### src/rtl/dmem_bridge_pkg.sv
// Shared types and lane helpers for the core-data-memory to Wishbone bridge.
package dmem_bridge_pkg;

  // Access size encoding as presented by the core; 2'b11 is illegal.
  typedef enum logic [1:0] {
    BYTE = 2'b00,
    HALF = 2'b01,
    WORD = 2'b10
  } width_e;

  // Bridge sequencing states.
  typedef enum logic [1:0] {
    ST_IDLE   = 2'b00,
    ST_ACCESS = 2'b01,
    ST_RESP   = 2'b10
  } state_e;

  // True when the access cannot be served by a single aligned bus word.
  function automatic logic is_misaligned(input logic [1:0] width, input logic [1:0] addr_lo);
    logic mis;
    case (width)
      BYTE:    mis = 1'b0;
      HALF:    mis = addr_lo[0];
      WORD:    mis = (addr_lo != 2'b00);
      default: mis = 1'b1;
    endcase
    return mis;
  endfunction

  // Byte-enable pattern for the addressed lane(s); reads enable nothing.
  function automatic logic [3:0] gen_strb(input logic we, input logic [1:0] width,
                                          input logic [1:0] addr_lo);
    logic [3:0] strb;
    case (width)
      BYTE:    strb = 4'b0001 << addr_lo;
      HALF:    strb = 4'b0011 << addr_lo;
      default: strb = 4'b1111;
    endcase
    if (!we) strb = 4'b0000;
    return strb;
  endfunction

  // Copy LSB-justified write data into every lane it could land in.
  function automatic logic [31:0] replicate_wdata(input logic [1:0] width, input logic [31:0] wdata);
    logic [31:0] data;
    case (width)
      BYTE:    data = {4{wdata[7:0]}};
      HALF:    data = {2{wdata[15:0]}};
      default: data = wdata;
    endcase
    return data;
  endfunction

  // Pull the addressed lane(s) down to bit 0 and zero-extend.
  function automatic logic [31:0] extract_lane(input logic [31:0] data, input logic [1:0] width,
                                               input logic [1:0] addr_lo);
    logic [31:0] shifted;
    logic [31:0] res;
    shifted = data >> {addr_lo, 3'b000};
    case (width)
      BYTE:    res = {24'h0, shifted[7:0]};
      HALF:    res = {16'h0, shifted[15:0]};
      default: res = shifted;
    endcase
    return res;
  endfunction

endpackage

### src/rtl/dmem_wb_bridge.sv
// Converts single core data-memory requests into one Wishbone word access,
// with misalignment rejection and an ack timeout. All outputs are flops.
// Handshake: the core holds dmem_req (and its fields) until dmem_resp, a
// one-cycle pulse; the bus side keeps wb_cyc/wb_stb high until wb_ack or timeout.
module dmem_wb_bridge
  import dmem_bridge_pkg::*;
#(
  parameter int unsigned TIMEOUT_CYCLES = 255
) (
  input  logic        clk,
  input  logic        rst_n,
  input  logic        dmem_req,
  input  logic        dmem_cmd,
  input  logic [1:0]  dmem_width,
  input  logic [31:0] dmem_addr,
  input  logic [31:0] dmem_wdata,
  output logic [31:0] dmem_rdata,
  output logic        dmem_resp,
  output logic        dmem_err,
  output logic        wb_cyc,
  output logic        wb_stb,
  output logic        wb_we,
  output logic [3:0]  wb_wstrb,
  output logic [31:0] wb_addr,
  output logic [31:0] wb_data_out,
  input  logic [31:0] wb_data_in,
  input  logic        wb_ack,
  output state_e      dbg_state
);

  // Counter only needs to reach TIMEOUT_CYCLES-1: the final no-ack cycle is
  // the one whose increment would hit TIMEOUT_CYCLES, so we leave instead.
  localparam int unsigned CNT_W = (TIMEOUT_CYCLES < 2) ? 1 : $clog2(TIMEOUT_CYCLES);

  state_e             state_q, state_d;
  logic [CNT_W-1:0]   cnt_q, cnt_d;
  logic               cmd_q, cmd_d;
  logic [1:0]         width_q, width_d;
  logic [1:0]         addr_lo_q, addr_lo_d;
  logic               cyc_q, cyc_d;
  logic               we_q, we_d;
  logic [3:0]         strb_q, strb_d;
  logic [31:0]        wb_addr_q, wb_addr_d;
  logic [31:0]        wb_data_q, wb_data_d;
  logic [31:0]        rdata_q, rdata_d;
  logic               err_q, err_d;
  logic               resp_q, resp_d;

  logic req_mis;
  logic timeout_hit;

  assign req_mis     = is_misaligned(dmem_width, dmem_addr[1:0]);
  assign timeout_hit = (cnt_q == CNT_W'(TIMEOUT_CYCLES - 1));

  // State register; reset drops straight back to IDLE, abandoning any access.
  always_ff @(posedge clk or negedge rst_n) begin
    if (!rst_n) state_q <= ST_IDLE;
    else        state_q <= state_d;
  end

  // Next-state: misaligned requests skip the bus entirely.
  always_comb begin
    state_d = state_q;
    case (state_q)
      ST_IDLE:   if (dmem_req) state_d = req_mis ? ST_RESP : ST_ACCESS;
      ST_ACCESS: if (wb_ack || timeout_hit) state_d = ST_RESP;
      ST_RESP:   state_d = ST_IDLE;
      default:   state_d = ST_IDLE;
    endcase
  end

  // Output/datapath next values, so every output comes straight from a flop.
  always_comb begin
    cmd_d     = cmd_q;
    width_d   = width_q;
    addr_lo_d = addr_lo_q;
    cnt_d     = cnt_q;
    cyc_d     = cyc_q;
    we_d      = we_q;
    strb_d    = strb_q;
    wb_addr_d = wb_addr_q;
    wb_data_d = wb_data_q;
    rdata_d   = rdata_q;
    err_d     = err_q;
    resp_d    = 1'b0;
    case (state_q)
      ST_IDLE: begin
        if (dmem_req) begin
          cmd_d     = dmem_cmd;
          width_d   = dmem_width;
          addr_lo_d = dmem_addr[1:0];
          cnt_d     = '0;
          if (req_mis) begin
            resp_d  = 1'b1;
            err_d   = 1'b1;
            rdata_d = '0;
          end else begin
            cyc_d     = 1'b1;
            we_d      = dmem_cmd;
            strb_d    = gen_strb(dmem_cmd, dmem_width, dmem_addr[1:0]);
            wb_addr_d = {dmem_addr[31:2], 2'b00};
            wb_data_d = replicate_wdata(dmem_width, dmem_wdata);
          end
        end
      end
      ST_ACCESS: begin
        if (wb_ack || timeout_hit) begin
          cyc_d     = 1'b0;
          we_d      = 1'b0;
          strb_d    = 4'b0000;
          wb_addr_d = '0;
          wb_data_d = '0;
          resp_d    = 1'b1;
          err_d     = !wb_ack;
          rdata_d   = (wb_ack && !cmd_q) ? extract_lane(wb_data_in, width_q, addr_lo_q) : '0;
        end else begin
          cnt_d = cnt_q + CNT_W'(1);
        end
      end
      default: ;
    endcase
  end

  // Output and capture registers.
  always_ff @(posedge clk or negedge rst_n) begin
    if (!rst_n) begin
      cnt_q     <= '0;
      cmd_q     <= 1'b0;
      width_q   <= 2'b00;
      addr_lo_q <= 2'b00;
      cyc_q     <= 1'b0;
      we_q      <= 1'b0;
      strb_q    <= 4'b0000;
      wb_addr_q <= '0;
      wb_data_q <= '0;
      rdata_q   <= '0;
      err_q     <= 1'b0;
      resp_q    <= 1'b0;
    end else begin
      cnt_q     <= cnt_d;
      cmd_q     <= cmd_d;
      width_q   <= width_d;
      addr_lo_q <= addr_lo_d;
      cyc_q     <= cyc_d;
      we_q      <= we_d;
      strb_q    <= strb_d;
      wb_addr_q <= wb_addr_d;
      wb_data_q <= wb_data_d;
      rdata_q   <= rdata_d;
      err_q     <= err_d;
      resp_q    <= resp_d;
    end
  end

  assign wb_cyc      = cyc_q;
  assign wb_stb      = cyc_q;
  assign wb_we       = we_q;
  assign wb_wstrb    = strb_q;
  assign wb_addr     = wb_addr_q;
  assign wb_data_out = wb_data_q;
  assign dmem_rdata  = rdata_q;
  assign dmem_err    = err_q;
  assign dmem_resp   = resp_q;
  assign dbg_state   = state_q;

endmodule
### config.mk
export PLATFORM = sky130hd
export DESIGN_NAME = dmem_wb_bridge
export DESIGN_NICKNAME = d
export VERILOG_FILES = /design/src/rtl/dmem_bridge_pkg.sv /design/src/rtl/dmem_wb_bridge.sv
export SDC_FILE = /design/constraint.sdc
export NUM_CORES = 1
export LEC_CHECK = 0
export CORE_MARGIN = 2
export CORE_UTILIZATION = 26
export CTS_BUF_LIST = sky130_fd_sc_hd__clkbuf_8
export DETAILED_ROUTE_END_ITERATION = 12
export GPL_TIMING_DRIVEN = 0
export MAX_ROUTING_LAYER = met4
export PLACE_DENSITY = 0.6
export SLEW_MARGIN = 15
export SYNTH_ARGS = -nofsm -noshare
export SYNTH_HDL_FRONTEND = slang
export SYNTH_SLANG_ARGS = --single-unit
### constraint.sdc
create_clock -name clk -period 1.8 [get_ports clk]
set_input_delay 0.36 -clock clk [delete_from_list [all_inputs] [get_ports clk]]
set_output_delay 0.36 -clock clk [all_outputs]
set_load 0.05 [all_outputs]
Word-level counts from Yosys, hierarchy flattened
Index checks and enable logic that the tools add are counted.
{ "word_totals": {"regBits": 119, "input_bits": 103, "output_inout_bits": 107, "elab_cells": 84} }
{ "op_classes": {"add_sub_neg": 1, "n_eq_ne": 10, "n_shift": 3, "n_mux": 43, "n_reduce_logical": 14} }
{ "ops": {"columns": ["operator", "count"], "rows": [
  ["case mux 32 bit (2 select lines)", 5],
  ["2-to-1 mux 32 bit", 9],
  [">> shifter 32 x 5 -> 32 bit", 1],
  ["2-to-1 mux 4 bit", 4],
  ["2-to-1 mux 8 bit", 2],
  ["case mux 4 bit (2 select lines)", 2],
  ["case mux 8 bit (2 select lines)", 1],
  ["2-to-1 mux 1 bit", 11],
  ["inequality test 2 bit, second input constant", 5],
  ["adder 8 x 1 -> 8 bit, second input constant", 1],
  ["== test 8 bit, second input constant", 1],
  ["case mux 1 bit (2 select lines)", 4],
  ["AND reduction 4 bit", 2],
  ["== test 2 x 1 -> 1 bit, second input constant", 3],
  ["zero test 2 bit", 3],
  ["2-to-1 mux 2 bit", 3],
  ["case mux 2 bit (2 select lines)", 1],
  ["AND reduction 2 bit", 2],
  ["nonzero test 2 bit", 2],
  ["left shift 1 x 2 -> 4 bit, first input constant", 1],
  ["left shift 2 x 2 -> 4 bit, first input constant", 1],
  ["case mux 1 bit (3 select lines)", 1],
  ["AND reduction 3 bit", 1],
  ["== test 2 bit, second input constant", 1],
  ["3 further kinds", 4]
]} }

Depth between registers and ports, before layout
{ "logic_depth": {"depth_word": 6, "depth_mapped": 8} }

Worst setup path before layout
No wires, ideal clock.
{ "synth_timing": {"path_type": "register to register", "startpoint": "register state_q[0], in the netlist dbg_state[0]", "endpoint": "register wb_addr_q[21], in the netlist wb_addr[21]", "setup_ns": 0.121, "t_arrival_ns": 1.789, "required_time_ns": 1.679, "setup_slack_ns": -0.110, "stages_incl_launch_ff": 8, "path_buffers": 3, "period_less_slack_ns": 1.910, "path_cell_list": "dfrtp_1 -> or3b_1 -> buf_2 -> a21oi_4 -> a21oi_2 -> buf_6 -> buf_6 -> a22o_1"} }
{ "synth_between": {"elab_chain_len": 3, "elab_cells_between_ends": 8, "cone_classes": "4 x eq/ne; 1 x mux; 3 x reduce/logical"} }
{ "synth_rtl": {"columns": ["element", "line_no", "source"], "rows": [
  ["from (decl)", "dmem_wb_bridge.sv:35", "state_e state_q, state_d;"],
  ["from (signal assigned)", "dmem_wb_bridge.sv:58", "else state_q <= state_d;"],
  ["== test 2 x 1 -> 1 bit or zero test 2 bit (tied branches)", "dmem_wb_bridge.sv:86", "case (state_q)"],
  ["inequality test 2 bit (no source line) or nonzero test 2 bit (tied branches)", null, null],
  ["AND reduction 4 bit (no source line)", null, null],
  ["to (signal assigned)", "dmem_wb_bridge.sv:147", "wb_addr_q <= wb_addr_d;"],
  ["to (decl)", "dmem_wb_bridge.sv:43", "logic [31:0] wb_addr_q, wb_addr_d;"]
]} }
Several ways; a longest one is shown, not always the timed one.
A chain may end at the register's enable or synchronous reset.

Worst setup path in the final report
{ "layout_timing": {"startpoint": "register wb_data_q[5], in the netlist wb_data_out[5]", "endpoint": "output port wb_data_out[5]"} }
{ "layout_lines": {"columns": ["element", "line_no", "source"], "rows": [
  ["from (decl)", "dmem_wb_bridge.sv:44", "logic [31:0] wb_data_q, wb_data_d;"],
  ["from (signal assigned)", "dmem_wb_bridge.sv:148", "wb_data_q <= wb_data_d;"],
  ["to (decl)", "dmem_wb_bridge.sv:25", "output logic [31:0] wb_data_out,"]
]} }
No word-level cell between the ends.

==> impl_metrics.csv <==
group,metric,value,unit
status,status,"complete, no violations",
synthesis,synth_xor_area_frac,0.001667,
power,p_leak,4.031,nW
synthesis,yosys-top-cells-count,"117 x dfrtp_1, 62 x a22o_1, 41 x nand2_1, 40 x mux2i_1, 25 x o2bb2ai_1",
placed_design,dpl.hpwl,12.80,mm
floorplan,fp.coreArea,0.02004,sq mm
floorplan,dieArea,0.02136,sq mm
clock_tree,cts.sinks,117,
global_routing,overflow,0,
detailed_routing,wl_per_cell,18.56,um
timing,setup_viol,0,
synthesis,synth_compound_area_frac,0.2357,
synthesis,synth-simple-area-share,0.07643,
timing,fmax,0.5684,GHz
placed_design,dpl_worst_slack,-0.6590,ns
synthesis,synth_ff_type,"dfrtp_1",
timing,rsz0062_at_grt,"true",
synthesis,synth_edf_count,0,
critical_path,path_class,"reg2out",
timing,tns,0,ns
timing,hold_violations,0,
global_routing,antenna_found_initial,0,
synthesis,syn_area,0.005255,sq mm
critical_path,reg2reg_from,"dbg_state[1]",
final_layout,instances_no_fill,961,
detailed_routing,drt_iter0_markers,159,
timing,slew_headroom,0.5496,
detailed_routing,ant_nets,0,
floorplan,die_h,146.2,um
final_layout,syn2layout_area_growth,57.02,%
clock_tree,cts_tree,"built",
global_routing,grt_pass1_wl,28.05,mm
timing,fin_ws,0.04077,ns
synthesis,seq_area_frac_synth,0.5571,
critical_path,crit_chain,"dlygate4sd2_1",
final_layout,final.fill_count,2009,
synthesis,syn_inst,437,
critical_path,crit_fanout,2,
synthesis,syn_avg_cell_area,12.03,sq um
synthesis,yosys.area.top_type,"dfrtp_1",
final_layout,design_area,0.008252,sq mm
critical_path,critPathBufInv,1,
synthesis,ys_warn_count,0,
clock_tree,clockBufferDepth,2,
floorplan,ios,210,
critical_path,required,1.44,ns
clock_tree,clock_latency,0.45,ns
placed_design,dpl-instance-area,0.007686,sq mm
synthesis,synth_mux_area_frac,0.07619,
clock_tree,cts.clk_slew.worst_paths,0.08,ns
synthesis,yosysMostFrequentCell,"dfrtp_1",
clock_tree,htreeDepth,4,
power,power_density,1390,mW/mm^2
final_layout,antenna_cells,0,
detailed_routing,routed_wl,17.83,mm
critical_path,cp_num_cells,1,
placed_design,port_buffers,205,
synthesis,synth_area_leaders,"dfrtp_1 56%, a22o_1 10%, mux2i_1 7.6%",
floorplan,fp.dieW,146.2,um
critical_path,slowest_stage,"dlygate4sd2_1",
critical_path,slowest_delay,0.56,ns
synthesis,synth.top_cell.area_share,0.5571,
final_layout,postLayoutCoreUtil,0.4118,
critical_path,crit_family,"buffers and inverters",
clock_tree,cts_buffers,17,
global_routing,grt_pass1_vias,4896,
synthesis,synthArstFlopShare,1.000,
floorplan,core.rowCount,52,
timing,period_minus_slack,1.759,ns
detailed_routing,via_per_inst,4.806,
timing,hold_slack,0.2271,ns
placed_design,numPlacedInstances,914,
timing,finClkSkew,0.01337,ns
power,irDropWorstVdd,0.0007879,V
detailed_routing,firstDrtPassIters,4,
synthesis,ys_ff_latch,117,
clock_tree,cts_root_buf,"clkbuf_8",
floorplan,initial_core_util,0.2622,
global_routing,track_usage,0.1745,
timing,worst_pin_slew,0.6756,ns
timing,post-route-period-util,0.9774,
critical_path,r2r_slack,0.04,ns
min_path,min_from,"dmem_addr[0]",
final_layout,drive_above_1_share,0.1606,
global_routing,grt_max_degree,69,
min_path,min_path_cells,3,
critical_path,r2r_cells,6,
detailed_routing,drc_errors,0,
critical_path,crit_arrival,1.40,ns
critical_path,startpoint,"wb_data_out[5]",
synthesis,synth_top_family_by_area,"compound AO/OA/AOI/OAI gates",
timing,slew_violations,0,
synthesis,ys_types,47,
critical_path,endpoint_kind,"output port",
min_path,worstHoldPathType,"in2reg",
synthesis,synthAdderAreaFrac,0.004762,
flow_run,cap_violations,0,
power,power,11.47,mW
placed_design,gp_congestion,0.8320,
critical_path,setup.worst_path.start_class,"flop",
detailed_routing,num_vias,4619,
final_layout,nets,783,
worst paths after layout:
path,end
worst min-delay path,addr_lo_q[0]
worst min register to register,wb_wstrb[3]
worst max register to register,cnt_q[3]
min in group asynchronous,wb_data_out[10]
worst max-delay path,wb_data_out[5]
max in group asynchronous,wb_data_out[27]
timing repair:
action                                 CTS  global route
endpoints found under the hold margin   67             0
buffers inserted                        12             5
hold buffers                             1             0
gates cloned                             2             0
setup endpoints to repair              200            79
resized for setup                      141            21
pin swaps                                3             7
cell families after synthesis:
| group | count (synthesis) |
|---|---|
| DFF | 117 |
| buffers and inverters | 45 |
| muxes | 40 |
| other | 1 |
| xor gates and xnor gates | 1 |
| AOI/OAI and AO/OA | 153 |
| and+or+nand+nor | 78 |
| adders and majority gates | 2 |
flip-flops by register name, summed over array words and instances, names as in the netlist:
register and flops:
dmem_rdata 32, wb_data_out 32, wb_addr 30, cnt_q 8, wb_wstrb 4, addr_lo_q 2
dbg_state 2, width_q 2, cmd_q 1, dmem_err 1, dmem_resp 1, wb_cyc 1
wb_we 1
routing by layer:
layer | global-route usage | wire length, um | share of wire
met2 | 0.2722 | 8288 | 0.46
met1 | 0.2211 | 8093 | 0.45
met3 | 0.04781 | 1152 | 0.065
met4 | 0.05680 | 299 | 0.017
met5 | - | 0 | 0
report_power, final:
part,leakage (nW),switching (mW),internal (mW)
registers,1.53,0.423,3.29
clock network,0.195,1.30,1.15
logic,2.30,3.57,1.72
layout make-up:
cell class / instances / area, sq um / share of cell area
repair buffers: 225 / 2126 / 0.2576
clock buffers: 17 / 234.0 / 0.02835
multi-input cells: 276 / 2166 / 0.2625
plain buffers: 33 / 269.0 / 0.03260
inverters: 8 / 30.03 / 0.003639
well taps: 270 / 337.8 / 0.04094
clock inverters: 15 / 157.7 / 0.01911
flip-flops and latches: 117 / 2932 / 0.3553
placed cells by master, fill, tap and decap left out, types with 9 or more instances in the layout:
cell,instances
clkdlybuf4s50_1,99
a22o_1,62
o21ai_0,21
clkbuf_8,19
nand2_1,41
nor2b_1,9
dfrtp_1,114
buf_4,25
mux2i_1,40
dlygate4sd2_1,98
o2bb2ai_1,24
(Power assumes the default switching activity.)
